<file path="src/rtl/hyperram_reset_seq.sv">
// HyperRAM power-up/recovery reset sequencer: lock filter, RESET# pulse, tVCS wait, ordered stage releases.
// Optional lock-loss event counter enabled by defining HYPERRAM_RESET_SEQ_LOSS_CNT_EN.
module hyperram_reset_seq #(
    parameter int N_STAGES      = 4,
    parameter int LOCK_FILT_CYC = 8,
    parameter int RAM_RST_CYC   = 40,
    parameter int VCS_CYC       = 15000,
    parameter int STAGE_GAP_CYC = 16
) (
    input  logic                clk,
    input  logic                reset,
    input  logic                pll_locked,
    input  logic                sw_rst_req,
    output logic                ram_rst_l,
    output logic [N_STAGES-1:0] stage_rst,
    output logic                seq_done,
    output logic [2:0]          seq_state,
    output logic [7:0]          loss_cnt
);

    localparam int IW = $clog2(N_STAGES) + 1;
    localparam logic [N_STAGES-1:0] FIRST_MASK = N_STAGES'(1);
    localparam logic [N_STAGES-1:0] ALL_ONES   = '1;

    typedef enum logic [2:0] {
        S_HOLD     = 3'd0,
        S_RAM_RST  = 3'd1,
        S_VCS_WAIT = 3'd2,
        S_STAGE    = 3'd3,
        S_RUN      = 3'd4
    } state_t;

    state_t              state_reg, state_next;
    logic [23:0]         cnt_reg, cnt_next;
    logic [7:0]          filt_reg, filt_next;
    logic [IW-1:0]       idx_reg, idx_next;
    logic [N_STAGES-1:0] stage_rst_reg, stage_rst_next;
    logic                ram_rst_l_reg, ram_rst_l_next;
    logic                seq_done_reg, seq_done_next;
    logic [N_STAGES-1:0] release_mask;
    logic                in_hold;
    logic                abort;
    logic                lock_valid;
    logic                cnt_zero;

    // Unused encodings 5..7 are treated as HOLD so the block always recovers.
    assign in_hold    = !(state_reg inside {S_RAM_RST, S_VCS_WAIT, S_STAGE, S_RUN});
    assign abort      = !pll_locked || sw_rst_req;
    assign lock_valid = pll_locked && !sw_rst_req;
    assign cnt_zero   = (cnt_reg == 24'd0);

    generate
        for (genvar gi = 0; gi < N_STAGES; gi++) begin : g_release
            assign release_mask[gi] = (idx_reg == IW'(gi));
        end
    endgenerate

    always_comb begin
        state_next     = state_reg;
        cnt_next       = cnt_reg;
        filt_next      = filt_reg;
        idx_next       = idx_reg;
        stage_rst_next = stage_rst_reg;
        ram_rst_l_next = ram_rst_l_reg;
        seq_done_next  = seq_done_reg;

        if (in_hold) begin
            state_next     = S_HOLD;
            stage_rst_next = ALL_ONES;
            ram_rst_l_next = 1'b0;
            seq_done_next  = 1'b0;
            idx_next       = '0;
            if (lock_valid) begin
                if (filt_reg == 8'(LOCK_FILT_CYC - 1)) begin
                    state_next = S_RAM_RST;
                    cnt_next   = 24'(RAM_RST_CYC - 1);
                    filt_next  = 8'd0;
                end else begin
                    filt_next = filt_reg + 8'd1;
                end
            end else begin
                filt_next = 8'd0;
            end
        end else if (abort) begin
            // Abort takes precedence over any release due on this edge.
            state_next     = S_HOLD;
            stage_rst_next = ALL_ONES;
            ram_rst_l_next = 1'b0;
            seq_done_next  = 1'b0;
            filt_next      = 8'd0;
            cnt_next       = 24'd0;
            idx_next       = '0;
        end else begin
            case (state_reg)
                S_RAM_RST: begin
                    if (cnt_zero) begin
                        state_next     = S_VCS_WAIT;
                        ram_rst_l_next = 1'b1;
                        cnt_next       = 24'(VCS_CYC - 1);
                    end else begin
                        cnt_next = cnt_reg - 24'd1;
                    end
                end
                S_VCS_WAIT: begin
                    if (cnt_zero) begin
                        stage_rst_next = stage_rst_reg & ~FIRST_MASK;
                        idx_next       = IW'(1);
                        if (N_STAGES == 1) begin
                            state_next    = S_RUN;
                            seq_done_next = 1'b1;
                        end else begin
                            state_next = S_STAGE;
                            cnt_next   = 24'(STAGE_GAP_CYC - 1);
                        end
                    end else begin
                        cnt_next = cnt_reg - 24'd1;
                    end
                end
                S_STAGE: begin
                    if (cnt_zero) begin
                        stage_rst_next = stage_rst_reg & ~release_mask;
                        idx_next       = idx_reg + IW'(1);
                        if (idx_reg == IW'(N_STAGES - 1)) begin
                            state_next    = S_RUN;
                            seq_done_next = 1'b1;
                        end else begin
                            cnt_next = 24'(STAGE_GAP_CYC - 1);
                        end
                    end else begin
                        cnt_next = cnt_reg - 24'd1;
                    end
                end
                default: begin
                    // S_RUN: idle, outputs held
                end
            endcase
        end
    end

    always_ff @(posedge clk) begin
        if (reset) begin
            state_reg     <= S_HOLD;
            cnt_reg       <= 24'd0;
            filt_reg      <= 8'd0;
            idx_reg       <= '0;
            stage_rst_reg <= ALL_ONES;
            ram_rst_l_reg <= 1'b0;
            seq_done_reg  <= 1'b0;
        end else begin
            state_reg     <= state_next;
            cnt_reg       <= cnt_next;
            filt_reg      <= filt_next;
            idx_reg       <= idx_next;
            stage_rst_reg <= stage_rst_next;
            ram_rst_l_reg <= ram_rst_l_next;
            seq_done_reg  <= seq_done_next;
        end
    end

`ifdef HYPERRAM_RESET_SEQ_LOSS_CNT_EN
    logic [7:0] loss_cnt_reg;

    // Only lock loss counts; a simultaneous software request still counts.
    always_ff @(posedge clk) begin
        if (reset) begin
            loss_cnt_reg <= 8'd0;
        end else if (!in_hold && !pll_locked && (loss_cnt_reg != 8'hFF)) begin
            loss_cnt_reg <= loss_cnt_reg + 8'd1;
        end
    end

    assign loss_cnt = loss_cnt_reg;
`else
    assign loss_cnt = 8'd0;
`endif

    assign ram_rst_l = ram_rst_l_reg;
    assign stage_rst = stage_rst_reg;
    assign seq_done  = seq_done_reg;
    assign seq_state = state_reg;

endmodule

</file>
<file path="config.mk">
export PLATFORM = sky130hd
export DESIGN_NAME = hyperram_reset_seq
export DESIGN_NICKNAME = d
export VERILOG_FILES = /design/src/rtl/hyperram_reset_seq.sv
export SDC_FILE = /design/constraint.sdc
export NUM_CORES = 1
export LEC_CHECK = 0
export CAP_MARGIN = 20
export CORE_MARGIN = 4
export CORE_UTILIZATION = 55
export DETAILED_ROUTE_END_ITERATION = 8
export PLACE_DENSITY = 0.73
export RECOVER_POWER = 100
export SLEW_MARGIN = 20
export SYNTH_ARGS = -nofsm -noshare
export SYNTH_HDL_FRONTEND = slang
export SYNTH_SLANG_ARGS = --single-unit
</file>
<file path="constraint.sdc">
create_clock -name clk -period 4.3 [get_ports clk]
set_input_delay 0.86 -clock clk [delete_from_list [all_inputs] [get_ports clk]]
set_output_delay 0.86 -clock clk [all_outputs]
set_load 0.01 [all_outputs]
</file>
Word level (Yosys, flattened, before mapping)

Index checks and enable logic that the tools add are counted.

Register bits: 44
Output and inout port bits: 17
Bits of input ports: 4
Word-level logic and storage cells: 77

$add $sub $neg: 3
Muxes and demuxes: 28
Equality and inequality tests: 17
Bitwise gates (word level): 4
Reductions and logical operators: 17

Operators with widths:

| kind                  | count |
|---|---|
| $mux 24               | 8 |
| $pmux 24 s3           | 1 |
| $mux 8                | 4 |
| $logic_not 24->1      | 1 |
| $mux 3                | 8 |
| $sub 24x1->24 const B | 1 |
| $ne 4x4->1 const B    | 4 |
| $eq 3x2->1 const B    | 4 |
| $ne 5x5->1 const B    | 2 |
| $pmux 3 s3            | 1 |
| $reduce_and 3->1      | 3 |
| $add 8x1->8 const B   | 1 |
| $eq 8x3->1 const B    | 1 |
| $pmux 4 s2            | 1 |
| $eq 3x1->1 const B    | 2 |
| $ne 2x2->1 const B    | 3 |
| $pmux 3 s2            | 1 |
| $reduce_bool 2->1     | 3 |
| $reduce_and 5->1      | 1 |
| $and 4x4->4           | 1 |
| $mux 4                | 1 |
| $not 4->4             | 1 |
| $reduce_and 4->1      | 1 |
| $reduce_bool 4->1     | 1 |
| 10 further kinds      | 14 |

Logic depth before layout (Yosys ltp)

Gate-level depths: netlist (run 1).

Word-level depth: 6
Mapped depth: 9
Mapped depth without buffers: 7

Least setup slack after synthesis (run 1)

Ideal clock, no wire load.

Path kind: register to register
Start point: register cnt_reg[9]
End point: register cnt_reg[13]
Buffers on the path: 3
Cell stages (with the launch flop): 10
Setup time: 0.117 ns
Path slack: 1.931 ns
Arrival: 2.252 ns
Period minus slack after synthesis: 2.369 ns
Required time: 4.183 ns
Cells stage by stage: dfxtp_1 or4_1 buf_2 nand2b_4 buf_6 or3_4 o21a_1 buf_6 o2111a_1 o22a_1

Cells in the longest elaborated chain, start to end: 5
Elaborated cells between the ends (all ways): 10
Those cells by class: 1 x add/sub; 1 x eq/ne; 6 x mux; 2 x reduce/logical

RTL lines:

| what                                                     | RTL line     | text |
|---|---|---|
| from (decl)                                              | 34           | `logic [23:0] cnt_reg, cnt_next;` |
| from (signal assigned)                                   | 151          | `cnt_reg <= cnt_next;` |
| $sub 24x1->24 / $logic_not 24->1 (equally long branches) | n/a          |  |
| $mux 24 (on tied branches)                               | 120, 105, 96 |  |
| $pmux 24 s3                                              | 94           | `case (state_reg)` |
| $mux 24                                                  | 84           | `end else if (abort) begin` |
| $mux 24                                                  | 67           | `if (in_hold) begin` |

Several ways; a longest one is shown, not always the timed one.
A chain may end at the register's enable or synchronous reset.

Final worst setup path (run 1)

Start point: register cnt_reg[16]
End point: register cnt_reg[7]

Cells in the longest elaborated chain, start to end: 5
Elaborated cells between the ends (all ways): 9
Those cells by class: 1 x eq/ne; 6 x mux; 2 x reduce/logical

RTL lines:

| what                       | RTL line     | text |
|---|---|---|
| $logic_not 24->1 (*)       | 50           | `assign cnt_zero = (cnt_reg == 24'd0);` |
| $mux 24 (on tied branches) | 120, 105, 96 |  |
| $pmux 24 s3                | 94           |  |
| $mux 24                    | 84           |  |
| $mux 24                    | 67           |  |

Mark *: on every way between the ends. The rest lies on a longest branch, timed or not.

==> results.ini, run 1 <==
[logic_synthesis]
ys_types = 53
synth_ff_type = dfxtp_1
synth_cells = 320
seq_area_frac_synth = 0.3454
ys_ff_latch = 44
synth_area_sq_mm = 0.002550
ys_async_sr_fraction = 0
syn_avg_cell_area_sq_um = 7.969
ys.warnings.count = 0
synth-edff-count = 0

[power_and_ir_drop]
pwr-share-seq = 0.579
clockPowerShare = 0.380
switchingPower_mw = 0.1579
netSwitchingFraction = 0.2238
p_comb_frac = 0.040
p_int_mw = 0.5476
leakage_nw = 0.9187
fin_total_pwr_mw = 0.7055
power.density_mw_per_mm2 = 260.7
ir_drop_mv = 0.2094

[setup_path]
path_cells = nor4_1 -> nand4_1 -> or3_1 -> o21ai_2 -> nor3_1 -> o22a_1
cp.required_ns = 4.49
start_kind = flop
crit_arrival_ns = 3.57
path_buf_inv = 0
cp_max_fo = 22
path_delay_family = simple AND/OR/NAND/NOR gates
critPathSlowestCell = o21ai_2
critPathMaxStageDelay_ns = 0.84
cp-end-kind = flop
path_class = flop to flop

[placement]
preCtsSetupSlack_ns = 1.259
portBuffers = 12
dp_hpwl_um = 4078
routabilityCongestion = 0.8401

[flow_run]
cap_violations = 0

[routing]
drtAntennaViolNets = 0
drt_iter0_markers = 195
via_per_inst = 6.058
via_count = 2290
wl_per_cell_um = 15.21
drc_errors = 0
drtPass1Iterations = 4
drt-total-wl_um = 5749

[clock_network]
root_buffer = clkbuf_8
clk-insertion-delay-late_ns = 0.29
cts_setup_buffers = 0
cts_sinks = 44
holdBufCountCts = 0
cts.clk_slew.worst_paths_ns = 0.08
cts-htree-levels = 2
cts_tree = built
cts-resized-gates = 0
numCtsBuffers = 5
cts_buffer_depth = 2

[sta]
finalCritPeriodShare = 0.7860
worst_slack_ns = 0.9204
rsz0062_at_grt = no
setup_viol = 0
fmax_mhz = 295.9
finalSetupTns_ns = 0
finClkSkew_ns = 0.006105
tightest_slew_ns = 0.9504
hold_viol = 0
maxSlewViolCount = 0
fin_crit_ns = 3.380
relSlewSlack = 0.3664

[grt]
antenna_found_initial = 0
grtUsageTotal = 0.2073
grt_max_degree = 25
grt_pass1_wl_um = 10260
overflow = 0
first_global_vias = 2108

[min_path]
hold_path_class = flop to flop

[floorplanning]
io_pins = 21
die_x_um = 76.09
start_util = 0.5777
core_sq_mm = 0.004414
die_area_sq_mm = 0.005790
die_h_um = 76.09
core.rowCount = 24

[cells_and_area]
layout-drive-gt1-share = 0.06748
antennaDiodeCount = 0
largest_reg_flops = 24
fin_nets = 337
area_growth_pct = 6.134

[outcome]
status = finished, final reports clean

[final timing paths]
check	startpoint	endpoint	slack [ns]	depth (start not counted)
max reg2reg	cnt_reg[16]	cnt_reg[7]	0.92	6
min	seq_done	seq_done	0.44	2
max	cnt_reg[16]	cnt_reg[7]	0.92	6
min reg2reg	seq_done	seq_done	0.44	2
[cell usage after synthesis (5+ instances only)]
cell type / number / area (sq um)
nor3_1: 19 / 95.09
or3_1: 5 / 31.28
xor2_1: 5 / 43.79
nand2_1: 25 / 93.84
clkbuf_1: 9 / 33.78
nand3_1: 11 / 55.05
nor2_1: 27 / 101.4
o22a_1: 5 / 43.79
o31ai_1: 7 / 52.55
buf_4: 8 / 60.06
nand4_1: 5 / 31.28
inv_1: 13 / 48.80
ha_1: 8 / 100.1
dfxtp_1: 44 / 880.8
a21oi_1: 30 / 150.1
o21ai_0: 22 / 110.1
nor4_1: 8 / 50.05
nand2b_1: 5 / 31.28
[cells by family after synthesis]
| kind of cell | Yosys count | synth area share |
|---|---|---|
| xor+xnor | 5 | 0.01717 |
| flops | 44 | 0.3454 |
| other cells | 1 | 0.001471 |
| simple gates | 129 | 0.2650 |
| compound gates | 95 | 0.2503 |
| buf+inv | 38 | 0.08145 |
| fa+ha+maj | 8 | 0.03926 |
[area by class of cell]
cell class	count	area, sq um
clock buffer	8	90.09
tap	52	65.06
sequential	44	880.8
timing repair buffer	16	146.4
fill	430	1708
inverter	13	48.80
multi-input combinational	245	1475
[layout by cell type (no fill, tap or decap), types with 2 or more instances in the layout]
master	n
ha_1	8
or4_1	2
a311oi_1	4
nor2b_1	4
nand3_1	11
dfxtp_1	44
o22a_1	5
and3_1	2
or2_2	3
nand2_1	25
xor2_1	5
clkbuf_1	3
a31oi_1	4
or3_1	6
nor3b_1	2
nor4_1	8
o41ai_1	2
a211oi_2	4
inv_1	13
nand2b_1	5
nand4_1	5
conb_1	8
and2_1	2
buf_4	3
o21ai_2	2
clkdlybuf4s50_1	2
dlygate4sd3_1	10
clkbuf_8	6
nor2_1	27
nor4b_1	2
a21oi_1	30
o311ai_0	2
o21ai_0	23
o31ai_1	7
o21a_1	2
nand3b_1	2
nor3_1	19
[power by group through the flow]
stage	clock, mW	sequential (mW)	combinational [mW]
2_1_floorplan	0	0.418	0.0267
3_3_place_gp	0	0.418	0.0286
3_5_place_dp	0	0.418	0.0288
4_1_cts	0.276	0.409	0.0289
5_1_grt	0.291	0.409	0.0318
6_report	0.268	0.409	0.0285
[stage by stage]
step	hold WS (ns)	util	instances	cell area (sq um)
after floorplan	0.4348	-	327	2576
after global placement	0.4333	0.5964	370	2633
after detailed placement	0.4405	0.5964	370	2633
after CTS	0.4512	0.6168	378	2723
after global routing	0.4736	0.6131	378	2706
final	0.4434	0.6131	378	2706
[tightest hold or removal path: stages, from the launching register on]
cell	delay, ns
dfxtp_1	0.31
inv_1	0.04
a21oi_1	0.04
[metal layers]
layer  vias to the layer above  GRT usage  part of all wire
li1                       1160          -                 -
met1                      1058     0.2991              0.47
met2                        68     0.3176              0.45
met3                         4    0.04255             0.069
met4                         0    0.04545            0.0092
met5                         -          0                 0
Power figures use the tool's default switching activity.
==> run 2: changes to the inputs <==
Settings changed: CORE_UTILIZATION 55 to 52, PLACE_DENSITY 0.73 to 0.72.
Clock period 4.3 ns to 2.8 ns, I/O delays scaled along.
==> run 2 against run 1 <==
Against the previous run:
- total power increased by 50%
- largest cell class unchanged
- wire length increased by 2.6%
- clock-buffer cell count decreased by 2
- register-to-register slack got worse by 0.65 ns
- die area increased by 5.2%
- critical path depth unchanged
- via count increased by 3.4%
- sequential power increased by 54%
==> results.ini, run 2 (synthesis results as in run 1) <==
[outcome]
status = finished, final reports clean

[placement]
routabilityCongestion = 0.8732
post_dp_cell_area_sq_mm = 0.002739
portBuffers = 12
dp_hpwl_um = 4279

[clock_network]
cts_tree = built
cts_sinks = 44
cts.clk_slew.worst_paths_ns = 0.08
holdBufCountCts = 0
root_buffer = clkbuf_8
numCtsBuffers = 5
cts-htree-levels = 2
cts-resized-gates = 0
cts_setup_buffers = 0
cts_buffer_depth = 2
clk-insertion-delay-late_ns = 0.30

[setup_path]
cp-end-kind = flop
critPathMaxStageDelay_ns = 0.64
start_kind = flop
path_delay_family = simple AND/OR/NAND/NOR gates
critPathSlowestCell = or4_1
path_buf_inv = 0
path_class = flop to flop
path_cells = or4_1 -> nand2b_4 -> or3_4 -> o21a_1 -> o2111a_1 -> o22a_1
cp_max_fo = 13
cp.required_ns = 3.00
crit_arrival_ns = 2.73

[cells_and_area]
final_cell_mix = dfxtp_1 (44), a21oi_1 (30), nor2_1 (27)
mostFrequentLayoutCell = dfxtp_1
multi_input_comb_area_sq_mm = 0.001483
final_area_sq_mm = 0.002804
largest_reg_flops = 24
fillers = 432
regArea_sq_um = 880.8
area_growth_pct = 9.961
fin_nets = 347
antennaDiodeCount = 0
layout-drive-gt1-share = 0.09254

[power_and_ir_drop]
leakage_nw = 0.9611
p_comb_frac = 0.045
switchingPower_mw = 0.2432
power.density_mw_per_mm2 = 376.2
clockPowerShare = 0.360
ir_drop_mv = 0.1976
p_int_mw = 0.8117
netSwitchingFraction = 0.2305
pwr-share-seq = 0.595

[floorplanning]
io_pins = 21
core.rowCount = 25
start_util = 0.5399
die_area_sq_mm = 0.006088
die_x_um = 78.03
die_h_um = 78.03
core_sq_mm = 0.004723

[sta]
hold_viol = 0
setup_viol = 0
fmax_mhz = 394.6
finClkSkew_ns = 0.007178
maxSlewViolCount = 0
relSlewSlack = 0.4303
tightest_slew_ns = 0.8472
rsz0062_at_grt = no
finalSetupTns_ns = 0
fin_crit_ns = 2.534
finalCritPeriodShare = 0.9052

[routing]
drt-total-wl_um = 5899
drtAntennaViolNets = 0
wl_per_cell_um = 14.67
drc_errors = 0
drt_iter0_markers = 114
drtPass1Iterations = 4
via_per_inst = 5.891
via_count = 2368

[min_path]
hold_path_class = flop to flop

[grt]
grt_pass1_wl_um = 10070
first_global_vias = 2179
overflow = 0
grtUsageTotal = 0.2009
antenna_found_initial = 0
grt_max_degree = 23

[flow_run]
cap_violations = 0

run 2: power groups by stage:
stage / logic (mW) / clock network, mW / registers [mW]
5_1_grt: 0.0524 / 0.420 / 0.628
4_1_cts: 0.0487 / 0.393 / 0.628
3_3_place_gp: 0.0479 / 0 / 0.642
2_1_floorplan: 0.0411 / 0 / 0.642
6_report: 0.0476 / 0.380 / 0.628
3_5_place_dp: 0.0483 / 0 / 0.643
run 2: final cells by class:
class / instances / area share
clock inverter: 1 / 0.001785
tap: 67 / 0.02990
sequential: 44 / 0.3141
clock buffer: 6 / 0.02588
multi-input combinational: 245 / 0.5288
timing repair buffer: 26 / 0.08211
inverter: 13 / 0.01740
run 2: layer usage:
metal,share of wire,GRT usage,up-vias
li1,-,-,1176
met1,0.47,0.2702,1128
met2,0.46,0.3185,54
met3,0.058,0.04587,10
met4,0.013,0.06643,0
met5,0,0,-
run 2: through the flow:
stage / setup slack [ns] / utilization / hold WS [ns] / instances / power, mW
2_1_floorplan: 0.4307 / - / 0.4348 / 327 / 0.6832
3_3_place_gp: 0.3089 / 0.5799 / 0.4343 / 395 / 0.6904
3_5_place_dp: 0.2808 / 0.5799 / 0.4448 / 395 / 0.6908
4_1_cts: 0.2700 / 0.5963 / 0.4556 / 402 / 1.070
5_1_grt: 0.1510 / 0.5936 / 0.4845 / 402 / 1.101
6_report: 0.2655 / 0.5936 / 0.4479 / 402 / 1.055
run 2: path summary, 6_finish.rpt:
path | start | to | slack [ns] | cells past startpoint
worst max register to register | cnt_reg[9] | cnt_reg[13] | 0.27 | 6
worst max-delay path | cnt_reg[9] | cnt_reg[13] | 0.27 | 6
worst min register to register | seq_done | seq_done | 0.45 | 2
worst min-delay path | seq_done | seq_done | 0.45 | 2
run 2: worst register-to-register path, delay by kind of cell (launching register included):
kind,cells,cell delay [ns]
simple gates,3,1.35
compound gates,3,0.71
flops,1,0.36
